`src/rtl/swi_cmd_pkg.sv`:
```
// Shared types and switch-field positions for the switch-driven memory command front end.
package swi_cmd_pkg;

    typedef enum logic {
        IDLE  = 1'b0,
        ISSUE = 1'b1
    } swi_cmd_state_t;

    localparam int OP_BIT   = 1;
    localparam int ADDR_LSB = 2;
    localparam int DATA_LSB = 4;

    localparam int CMD_ADDR_W = 2;
    localparam int CMD_DATA_W = 4;

    typedef struct packed {
        logic                  write;
        logic [CMD_ADDR_W-1:0] addr;
        logic [CMD_DATA_W-1:0] data;
    } swi_cmd_t;

endpackage

```
`src/rtl/sw_debounce.sv`:
```
// Two-flop synchroniser plus candidate/counter debouncer; strobes stable_evt on the edge
// where a new debounced value is accepted, with evt_value carrying that value.
module sw_debounce #(
    parameter int NBITS_SW        = 8,
    parameter int DEBOUNCE_CYCLES = 4
) (
    input  logic                clk,
    input  logic                reset,
    input  logic [NBITS_SW-1:0] sw_in,
    output logic [NBITS_SW-1:0] stable,
    output logic [NBITS_SW-1:0] evt_value,
    output logic                stable_evt
);

    localparam int CNT_W = $clog2(DEBOUNCE_CYCLES);
    localparam logic [CNT_W-1:0] CNT_MAX = CNT_W'(DEBOUNCE_CYCLES - 1);

    logic [NBITS_SW-1:0] sync1_q, sync1_d;
    logic [NBITS_SW-1:0] sync2_q, sync2_d;
    logic [NBITS_SW-1:0] cand_q, cand_d;
    logic [NBITS_SW-1:0] stable_q, stable_d;
    logic [CNT_W-1:0]    cnt_q, cnt_d;
    logic                evt;

    always_comb begin
        sync1_d  = sw_in;
        sync2_d  = sync1_q;
        cand_d   = cand_q;
        cnt_d    = cnt_q;
        stable_d = stable_q;
        evt      = 1'b0;
        if (sync2_q != cand_q) begin
            cand_d = sync2_q;
            cnt_d  = '0;
        end else if (cnt_q != CNT_MAX) begin
            cnt_d = cnt_q + CNT_W'(1);
        end else if (cand_q != stable_q) begin
            // Counter stays saturated so a held value fires exactly once.
            stable_d = cand_q;
            evt      = 1'b1;
        end
    end

    always_ff @(posedge clk) begin
        if (reset) begin
            sync1_q  <= '0;
            sync2_q  <= '0;
            cand_q   <= '0;
            cnt_q    <= '0;
            stable_q <= '0;
        end else begin
            sync1_q  <= sync1_d;
            sync2_q  <= sync2_d;
            cand_q   <= cand_d;
            cnt_q    <= cnt_d;
            stable_q <= stable_d;
        end
    end

    assign stable     = stable_q;
    assign evt_value  = cand_q;
    assign stable_evt = evt;

endmodule

```
`src/rtl/swi_cmd_debounce.sv`:
```
// Debounced switch front end issuing one valid/ready memory command per accepted switch change.
// Optional periodic auto-read when SWI_CMD_REFRESH_EN is defined.
module swi_cmd_debounce
    import swi_cmd_pkg::*;
#(
    parameter int NBITS_SW        = 8,
    parameter int ADDR_W          = 2,
    parameter int DATA_W          = 4,
    parameter int DEBOUNCE_CYCLES = 4,
    parameter int REFRESH_CYCLES  = 16
) (
    input  logic                clk_2,
    input  logic                reset,
    input  logic [NBITS_SW-1:0] SWI,
    input  logic                cmd_ready,
    output logic                cmd_valid,
    output logic                cmd_write,
    output logic [ADDR_W-1:0]   cmd_addr,
    output logic [DATA_W-1:0]   cmd_data,
    output logic [NBITS_SW-1:0] stable_sw,
    output logic                busy,
    output swi_cmd_state_t      dbg_state,
    output logic [NBITS_SW-1:0] dbg_cmd_sw
);

    if (REFRESH_CYCLES < 2) begin : g_bad_refresh
        $error("REFRESH_CYCLES must be at least 2");
    end

    // Handshake: a command transfers on any edge where cmd_valid && cmd_ready; while cmd_valid
    // is high without cmd_ready the command word is held unchanged.

    logic [NBITS_SW-1:0] evt_value;
    logic                stable_evt;

    sw_debounce #(
        .NBITS_SW       (NBITS_SW),
        .DEBOUNCE_CYCLES(DEBOUNCE_CYCLES)
    ) u_debounce (
        .clk       (clk_2),
        .reset     (reset),
        .sw_in     (SWI),
        .stable    (stable_sw),
        .evt_value (evt_value),
        .stable_evt(stable_evt)
    );

    swi_cmd_state_t      state_q, state_d;
    logic                cmd_valid_q, cmd_valid_d;
    logic [NBITS_SW-1:0] cmd_sw_q, cmd_sw_d;
    logic                pending_q, pending_d;
    logic                handshake;

`ifdef SWI_CMD_REFRESH_EN
    localparam int REF_W = $clog2(REFRESH_CYCLES);
    localparam logic [REF_W-1:0] REF_MAX = REF_W'(REFRESH_CYCLES - 1);
    logic [REF_W-1:0] ref_cnt_q, ref_cnt_d;
`endif

    assign handshake = cmd_valid_q & cmd_ready;

    always_comb begin
        state_d     = state_q;
        cmd_valid_d = cmd_valid_q;
        cmd_sw_d    = cmd_sw_q;
        pending_d   = pending_q;
`ifdef SWI_CMD_REFRESH_EN
        ref_cnt_d   = '0;
`endif
        case (state_q)
            IDLE: begin
                if (stable_evt) begin
                    cmd_sw_d    = evt_value;
                    cmd_valid_d = 1'b1;
                    state_d     = ISSUE;
                end
`ifdef SWI_CMD_REFRESH_EN
                // Periodic re-read keeps the memory's output tracking while the switches select a read.
                else if (!stable_sw[OP_BIT]) begin
                    if (ref_cnt_q == REF_MAX) begin
                        cmd_sw_d    = stable_sw;
                        cmd_valid_d = 1'b1;
                        state_d     = ISSUE;
                    end else begin
                        ref_cnt_d = ref_cnt_q + REF_W'(1);
                    end
                end
`endif
            end
            ISSUE: begin
                if (handshake) begin
                    // A same-edge event wins over the stored pending value: it is newer.
                    if (stable_evt) begin
                        cmd_sw_d = evt_value;
                    end else if (pending_q) begin
                        cmd_sw_d = stable_sw;
                    end else begin
                        cmd_valid_d = 1'b0;
                        state_d     = IDLE;
                    end
                    pending_d = 1'b0;
                end else if (stable_evt) begin
                    pending_d = 1'b1;
                end
            end
            default: begin
                state_d     = IDLE;
                cmd_valid_d = 1'b0;
                pending_d   = 1'b0;
            end
        endcase
    end

    always_ff @(posedge clk_2) begin
        if (reset) begin
            state_q     <= IDLE;
            cmd_valid_q <= 1'b0;
            cmd_sw_q    <= '0;
            pending_q   <= 1'b0;
`ifdef SWI_CMD_REFRESH_EN
            ref_cnt_q   <= '0;
`endif
        end else begin
            state_q     <= state_d;
            cmd_valid_q <= cmd_valid_d;
            cmd_sw_q    <= cmd_sw_d;
            pending_q   <= pending_d;
`ifdef SWI_CMD_REFRESH_EN
            ref_cnt_q   <= ref_cnt_d;
`endif
        end
    end

    assign cmd_valid  = cmd_valid_q;
    assign cmd_write  = cmd_sw_q[OP_BIT];
    assign cmd_addr   = cmd_sw_q[ADDR_LSB +: ADDR_W];
    assign cmd_data   = cmd_sw_q[DATA_LSB +: DATA_W];
    assign busy       = (state_q == ISSUE) | pending_q;
    assign dbg_state  = state_q;
    assign dbg_cmd_sw = cmd_sw_q;

endmodule

```
`config.mk`:
```
export PLATFORM = sky130hd
export DESIGN_NAME = swi_cmd_debounce
export DESIGN_NICKNAME = d
export VERILOG_FILES = /design/src/rtl/swi_cmd_pkg.sv /design/src/rtl/sw_debounce.sv /design/src/rtl/swi_cmd_debounce.sv
export SDC_FILE = /design/constraint.sdc
export NUM_CORES = 1
export LEC_CHECK = 0
export ABC_CLOCK_PERIOD_IN_PS = 1500
export CAP_MARGIN = 5
export CORE_ASPECT_RATIO = 1.25
export CORE_MARGIN = 10
export CORE_UTILIZATION = 35
export CTS_BUF_LIST = sky130_fd_sc_hd__clkbuf_8
export DETAILED_ROUTE_END_ITERATION = 16
export HOLD_SLACK_MARGIN = 0.12
export PLACE_DENSITY_LB_ADDON = 0.25
export SLEW_MARGIN = 25
export SYNTH_ARGS = -nofsm -noshare
export SYNTH_HDL_FRONTEND = slang
export SYNTH_SLANG_ARGS = --single-unit
export TNS_END_PERCENT = 30
```
`constraint.sdc`:
```
create_clock -name clk_2 -period 1.5 [get_ports clk_2]
set_input_delay 0.3 -clock clk_2 [delete_from_list [all_inputs] [get_ports clk_2]]
set_output_delay 0.3 -clock clk_2 [all_outputs]
set_load 0.02 [all_outputs]
```
==> results of run 1 <==
[synthesized netlist by cell type, drive strengths merged]
master and n:
a21oi 18, a22oi 8, a311oi 1, a41oi 1, and2 2, buf 11, clkbuf 8, dfxtp 45
ha 1, inv 1, mux2i 1, nand2 36, nand3 8, nand4 2, nor2 1, nor2b 24
nor3 2, nor4 2, o2111a 1, o2111ai 1, o21a 1, o21ai 9, or2 1, xnor2 8
xor2 9
[flip-flops by register name, indices dropped and copies added, names as in the netlist]
name,cells
cmd_valid,1
dbg_state,1
u_debounce.sync1_q,8
dbg_cmd_sw,8
u_debounce.sync2_q,8
u_debounce.cnt_q,2
u_debounce.evt_value,8
pending_q,1
u_debounce.stable,8
[worst max-delay path by stage]
stage	startpoint	end	slack, ps	cells after the start
after floorplan	u_debounce.sync2_q[2]	dbg_cmd_sw[6]	-70	7
after global placement	cmd_ready	dbg_cmd_sw[2]	-220	6
after detailed placement	cmd_ready	dbg_cmd_sw[7]	-270	6
after CTS	u_debounce.sync2_q[2]	dbg_cmd_sw[0]	-190	6
after global routing	u_debounce.sync2_q[0]	dbg_cmd_sw[1]	-280	6
final	u_debounce.sync2_q[2]	dbg_cmd_sw[1]	-170	6
[per-layer routing]
| metal | up-vias | routed length [um] | GRT usage |
|---|---|---|---|
| met5 | - | 0 | 0 |
| met4 | 0 | 51 | 0.0317 |
| met3 | 5 | 300 | 0.0394 |
| met2 | 33 | 1850 | 0.156 |
| met1 | 651 | 1700 | 0.102 |
| li1 | 772 | - | - |
[stage by stage]
step / std cells / hold WS, ps / utilization / total power, uW / setup slack (ps)
after global routing: 317 / 453 / 0.527 / 2350 / -277
after detailed placement: 309 / 420 / 0.486 / 1410 / -274
after floorplan: 202 / 414 / - / 1350 / -68.3
final: 317 / 439 / 0.527 / 2260 / -171
after global placement: 309 / 416 / 0.486 / 1410 / -221
after CTS: 316 / 440 / 0.505 / 2290 / -187
[logic make-up (layout without fill, tap and decap cells)]
group,after synthesis,after routing,share of synthesized area
mux,1,1,0.00537
fa+ha+maj,1,1,0.00671
compound gates,40,40,0.136
simple gates,78,78,0.223
flops,45,45,0.484
xor+xnor,17,17,0.0799
buf+inv,20,73,0.0651
[critical path: stages, from the launching register on]
cell and delay, ps:
dfxtp_2 330, xor2_2 180, nor4_4 370, o2111ai_4 250, buf_12 210, a22oi_1 130
a21oi_1 80
[area by class of cell]
type	count	share of cell area
multi-input cells	137	0.359
flip-flops and latches	45	0.341
repair buffers	65	0.231
well taps	62	0.0288
clock buffers	5	0.0255
clock inverters	2	0.0130
inverters	1	0.00139
[report_power, final]
part	leakage [uW]	switching, uW	internal, uW	total [uW]
Clock	0.0000540	392	484	876
Sequential	0.000374	14.6	1220	1240
Combinational	0.000698	68.0	83.7	152
Total	0.00113	474	1790	2260
[repair_timing]
action                                 CTS  global route
pin swaps                               11             4
hold buffers                             0             0
endpoints found under the hold margin    0             0
gates cloned                             0             1
gates resized for setup                 32            21
setup endpoints to repair               45            20
==> results by group, run 1 <==
Hold path
  • Hold Path Class: flip-flop to flip-flop
  • Hold-critical path depth: 1
  • Hold Crit Endpoint: u_debounce.sync2_q[2]
  • Worst hold start: u_debounce.sync1_q[2]

Clock tree
  • CTS tree: done
  • Root Driver: clkbuf_8
  • Worst skew pair latency: ~290 ps
  • Total CTS buffers: 5
  • Total setup buffers inserted after CTS: 0
  • # clock sinks: 45
  • Htree depth: 2
  • Clk slew on worst S/H paths: 80 ps
  • CTS max path bufs: 2

Power
  • Power per cell area: between 800 and 900 mW/mm^2
  • Leakage: about 0.0011 uW
  • VDD IR-drop max: roughly 0.0006 V

Global routing
  • Vias in the first global route: approximately 1500
  • Initial antenna violation count: 0
  • Pin count of the biggest net entering global routing: 46
  • Total GRT Usage: 0.0928
  • First-pass GRT wire length: 6.77 mm
  • Grt ovf: 0

Drt
  • Vias per inst: roughly 4.6
  • Wire per inst: ~12 um
  • Routed WL: around 3.9 mm
  • ANT nets after route: 0
  • Remaining DRCs: 0
  • Pre-antenna DRT Iters: 4
  • DR vias: approximately 1500
  • Iter 0 DRT Violations: around 50

Final layout
  • Share of layout cells above drive strength 1: 0.302
  • Fillcell total: 472
  • Syn-to-layout area delta: 44.8%
  • Final #Nets: about 270
  • Area of the multi-input gates: roughly 970 um^2
  • Commonest cells after routing, fill and taps aside: nand2_1, dfxtp_1, dlygate4sd2_1
  • Most common cell after layout, fill and taps aside: nand2_1
  • Fin area: ~0.0027 mm^2
  • Diode count: 0
  • Reg area: about 920 um^2

STA
  • Tightest Pin Transition: approximately 500 ps
  • RSZ-0062 raised after global routing: true
  • Post-route worst setup slack: -171 ps
  • Worst clock skew: ~5.2 ps
  • Fin. max-slew vios: 0
  • Slew margin rel.: 0.672
  • Setup tns final: -2290 ps
  • Fmax: roughly 600 MHz
  • Minimum clock period after layout: 1670 ps
  • Final Hold Viols: 0
  • Setup-failing EPs final: 19
  • Tcrit/Tclk final: 1.11

Worst setup path
  • R2R Path End: dbg_cmd_sw[1]
  • Startpoint Class: flip-flop
  • Worst R2R Path Depth: 6
  • Register-to-register setup slack: -170 ps
  • Worst reg2reg startpoint: u_debounce.sync2_q[2]
  • Worst EP arrival: about 1900 ps
  • Crit end category: flip-flop
  • Critical path class: flip-flop to flip-flop
  • Worst-path fanout max: 7
  • Worst Path Required: around 1700 ps

Floorplan
  • # rows: 29
  • Starting density of the core: 0.364
  • Die height: 102 um
  • Die width: 85.3 um
  • Die area: about 0.0087 mm^2
  • Top Ports: 37
  • Core box area: 0.00512 mm^2

Logic synthesis
  • Post-synth top area share: 0.484
  • Cell taking the most area after synthesis: dfxtp_1
  • Post-Syn Area: about 0.0019 mm^2
  • Yosys warns: 0
  • Sequential-to-total area share from yosys stat: 0.484
  • Mean Syn Cell Area: between 9 and 10 um^2
  • Cells after Synth: 202
  • Ranking of synthesized cells by area: dfxtp_1, nor2b_1, nand2_1, a21oi_1, xor2_1
  • Synth Net Count: approximately 210
  • FF+latch count, synth: between 40 and 50
  • Count of different cell masters after synthesis: 28

Placement
  • Area after DPL: around 0.0025 mm^2
  • GP Congestion: 0.783
  • Port buffer count: 36
  • DP HPWL: roughly 2.8 mm

Flow run
  • Maximum capacitance violations: 0

Status
  • Failing checks: setup timing
  • Status: finished with violations
(Power assumes the default switching activity.)
==> inputs of run 2 (changes only) <==
--- a/config.mk
+++ b/config.mk
@@ -5,6 +5,7 @@
 export SDC_FILE = /design/constraint.sdc
 export NUM_CORES = 1
 export LEC_CHECK = 0
+export ABC_AREA = 1
 export ABC_CLOCK_PERIOD_IN_PS = 1500
 export CAP_MARGIN = 5
 export CORE_ASPECT_RATIO = 1.25
==> run 2 against run 1 <==
Compared with the run above: the run still ends with setup timing left; setup slack better by 120 ps; combinational power up 18%; final cell count is 31% higher; sequential share of layout area rose by 0.47 points; total power increased by 3.2%; register-to-register slack better by 120 ps; sequential power barely moved; non-clock buffer count is 5 lower.
==> results by group, run 2 <==
Global routing
  • Initial antenna violation count: 0 (unchanged)
  • Grt ovf: 0 (unchanged)
  • Pin count of the biggest net entering global routing: 33 (-28%)
  • Vias in the first global route: 1708 (+13%)
  • Total GRT Usage: 0.0941 (+0.00124)
  • First-pass GRT wire length: 7.20 mm (+6.3%)

STA
  • Tightest Pin Transition: 226 ps (-266 ps)
  • Minimum clock period after layout: 1550 ps (-120 ps)
  • Setup-failing EPs final: 9 (-10)
  • Fin. max-slew vios: 0 (unchanged)
  • Post-route worst setup slack: -51.5 ps (+120 ps)
  • Slew margin rel.: 0.850 (+0.178)
  • Fmax: 645 MHz (+7.7%)
  • RSZ-0062 raised after global routing: true
  • Tcrit/Tclk final: 1.03 (-0.0798)
  • Final Hold Viols: 0 (unchanged)
  • Worst clock skew: 12.7 ps (+7.51 ps)

Drt
  • Vias per inst: 4.21 (-8.6%)
  • Wire per inst: 9.95 um (-19%)
  • Routed WL: 4.14 mm (+6.1%)
  • DR vias: 1753 (+20%)
  • ANT nets after route: 0 (unchanged)
  • Iter 0 DRT Violations: 93 (+90%)
  • Remaining DRCs: 0 (unchanged)
  • Pre-antenna DRT Iters: 4 (unchanged)

Status
  • Failing checks: setup timing
  • Status: finished with violations

Logic synthesis
  • Mean Syn Cell Area: 6.66 um^2 (-28%)
  • Synth Net Count: 313 (+46%)
  • Sequential-to-total area share from yosys stat: 0.450 (-0.0338)
  • Count of different cell masters after synthesis: 25 (-11%)
  • Post-Syn Area: 0.00200 mm^2 (+7.5%)
  • Most common cell in the netlist: nand2_1
  • FF+latch count, synth: 45 (unchanged)
  • Fraction of registers with async set/reset: 0 (unchanged)
  • Synth Flop Type: dfxtp_1
  • Ranking of synthesized cells by area: dfxtp_1, nand2_1, nor2_1, inv_1, nand4_1
  • Cell taking the most area after synthesis: dfxtp_1
  • Cells after Synth: 301 (+49%)
  • Yosys warns: 0 (unchanged)
  • Post-synth top area share: 0.450 (-0.0338)
  • EDFF count, synth: 0 (unchanged)
  • Top cells by count, synth: nand2_1, nor2_1, inv_1

Floorplan
  • Die height: 105 um (+3.0%)
  • Die width: 87.7 um (+2.8%)
  • Core box area: 0.00548 mm^2 (+7.1%)
  • Starting density of the core: 0.366 (+0.00138)
  • Die area: 0.00917 mm^2 (+5.9%)
  • Top Ports: 37 (unchanged)
  • # rows: 30 (+3.4%)

Final layout
  • Area of the multi-input gates: 835 um^2 (-14%)
  • Most common cell after layout, fill and taps aside: nand2_1
  • Commonest cells after routing, fill and taps aside: nand2_1, nor2_1, inv_1
  • Final #Nets: 363 (+36%)
  • Share of layout cells above drive strength 1: 0.210 (-0.0917)
  • Syn-to-layout area delta: 34.3%
  • Diode count: 0 (unchanged)
  • Reg area: 930 um^2 (+1.1%)
  • Fin area: 0.00269 mm^2 (-0.28%)
  • Fillcell total: 555 (+18%)

Placement
  • Port buffer count: 36 (unchanged)
  • Setup WS pre-CTS: -152 ps (+122 ps)
  • Area after DPL: 0.00252 mm^2 (+1.3%)
  • DP HPWL: 3.08 mm (+9.3%)
  • GP Congestion: 0.837 (+6.9%)

Clock tree
  • Htree depth: 2 (unchanged)
  • Total CTS buffers: 5 (unchanged)
  • CTS max path bufs: 2 (unchanged)
  • # clock sinks: 45 (unchanged)
  • Clk slew on worst S/H paths: 90 ps (about the same)
  • CTS tree: done
  • Root Driver: clkbuf_8
  • Worst skew pair latency: 300 ps (about the same)

Power
  • VDD IR-drop max: 0.000586 V (-1.8%)
  • Leakage: 0.00136 uW (+20%)
  • Power Total: 2340 uW (+3.2%)
  • Power per cell area: 869 mW/mm^2 (+3.5%)

Worst setup path
  • Crit end category: flip-flop
  • Startpoint Class: flip-flop
  • Worst EP arrival: 1800 ps (-60 ps)
  • Critical path class: flip-flop to flip-flop
  • Worst reg2reg startpoint: u_debounce.evt_value[5]
  • Worst Setup SP: u_debounce.evt_value[5]
  • Worst-path fanout max: 4 (-3)
  • Worst Path Required: 1750 ps (+60 ps)

Hold path
  • Worst hold start: u_debounce.sync1_q[5]
  • Hold Path Class: flip-flop to flip-flop

Flow run
  • Maximum capacitance violations: 0 (unchanged)
run 2: changes by cell type in the layout (fill, tap and decap cells not counted), moves of 6 or more:
cell,change
xor2_1,-6
nand2_2,+10
a21oi_1,-15
o21ai_0,-8
nand4_1,+8
nand2_1,+36
inv_2,+8
nor2b_1,-24
a22oi_2,-7
nor2_1,+65
inv_1,+45
run 2: kinds of logic after synthesis:
group,Yosys count,share of synthesized area
adders and majority gates,1,0.00625
AOI/OAI and AO/OA,4,0.0106
xor gates and xnor gates,5,0.0219
DFF,45,0.450
and+or+nand+nor,173,0.354
buffers and inverters,72,0.153
muxes,1,0.00500
run 2: worst max-delay path, stage by stage, from the launching register on:
cell and delay, ps:
dfxtp_4 380, inv_2 40, nand2_1 40, nand2_1 50
nor2_1 110, nand2_1 80, nor2_2 120, nand3_2 160
buf_6 160, nand2_1 60, nand2_2 60, nor2_1 110
nor2_1 50, nor2_1 70
run 2: final cells by class:
cell class,instances,share of cell area
multi-input combinational,184,0.310
sequential,45,0.346
clock buffer,5,0.0256
tap,64,0.0298
inverter,55,0.0767
clock inverter,3,0.0172
timing repair buffer,60,0.195
run 2: path summary, 6_finish.rpt:
check | to | slack [ps] | cells after the start
worst max-delay path | dbg_cmd_sw[6] | -50 | 13
worst min-delay path | u_debounce.sync2_q[5] | 400 | 2
worst max register to register | dbg_cmd_sw[6] | -50 | 13
worst min register to register | u_debounce.sync2_q[5] | 400 | 2
run 2: metrics by stage:
stage,instances,utilization,setup TNS [ps],hold WS [ps]
after floorplan,301,-,0,388
after global placement,406,0.460,-757,389
after detailed placement,406,0.460,-999,392
after CTS,414,0.480,-281,405
after global routing,416,0.491,-1530,417
final,416,0.491,-259,397
run 2: layer usage:
| metal | vias up | share of wire | global-route usage |
|---|---|---|---|
| met1 | 736 | 0.44 | 0.102 |
| met5 | - | 0 | 0 |
| met3 | 6 | 0.053 | 0.0303 |
| li1 | 976 | - | - |
| met2 | 35 | 0.48 | 0.158 |
| met4 | 0 | 0.023 | 0.0479 |
run 2: power breakdown:
group | internal [uW] | switching [uW]
Combinational | 85.8 | 92.8
Sequential | 1220 | 15.9
Clock | 498 | 425
Total | 1800 | 534
run 2: what timing repair did:
action	4_1_cts	5_1_grt
pin swaps	2	6
gates resized for setup	36	31
hold endpoints to repair	0	0
setup endpoints to repair	34	19
hold buffers	0	0
setup buffers	0	2
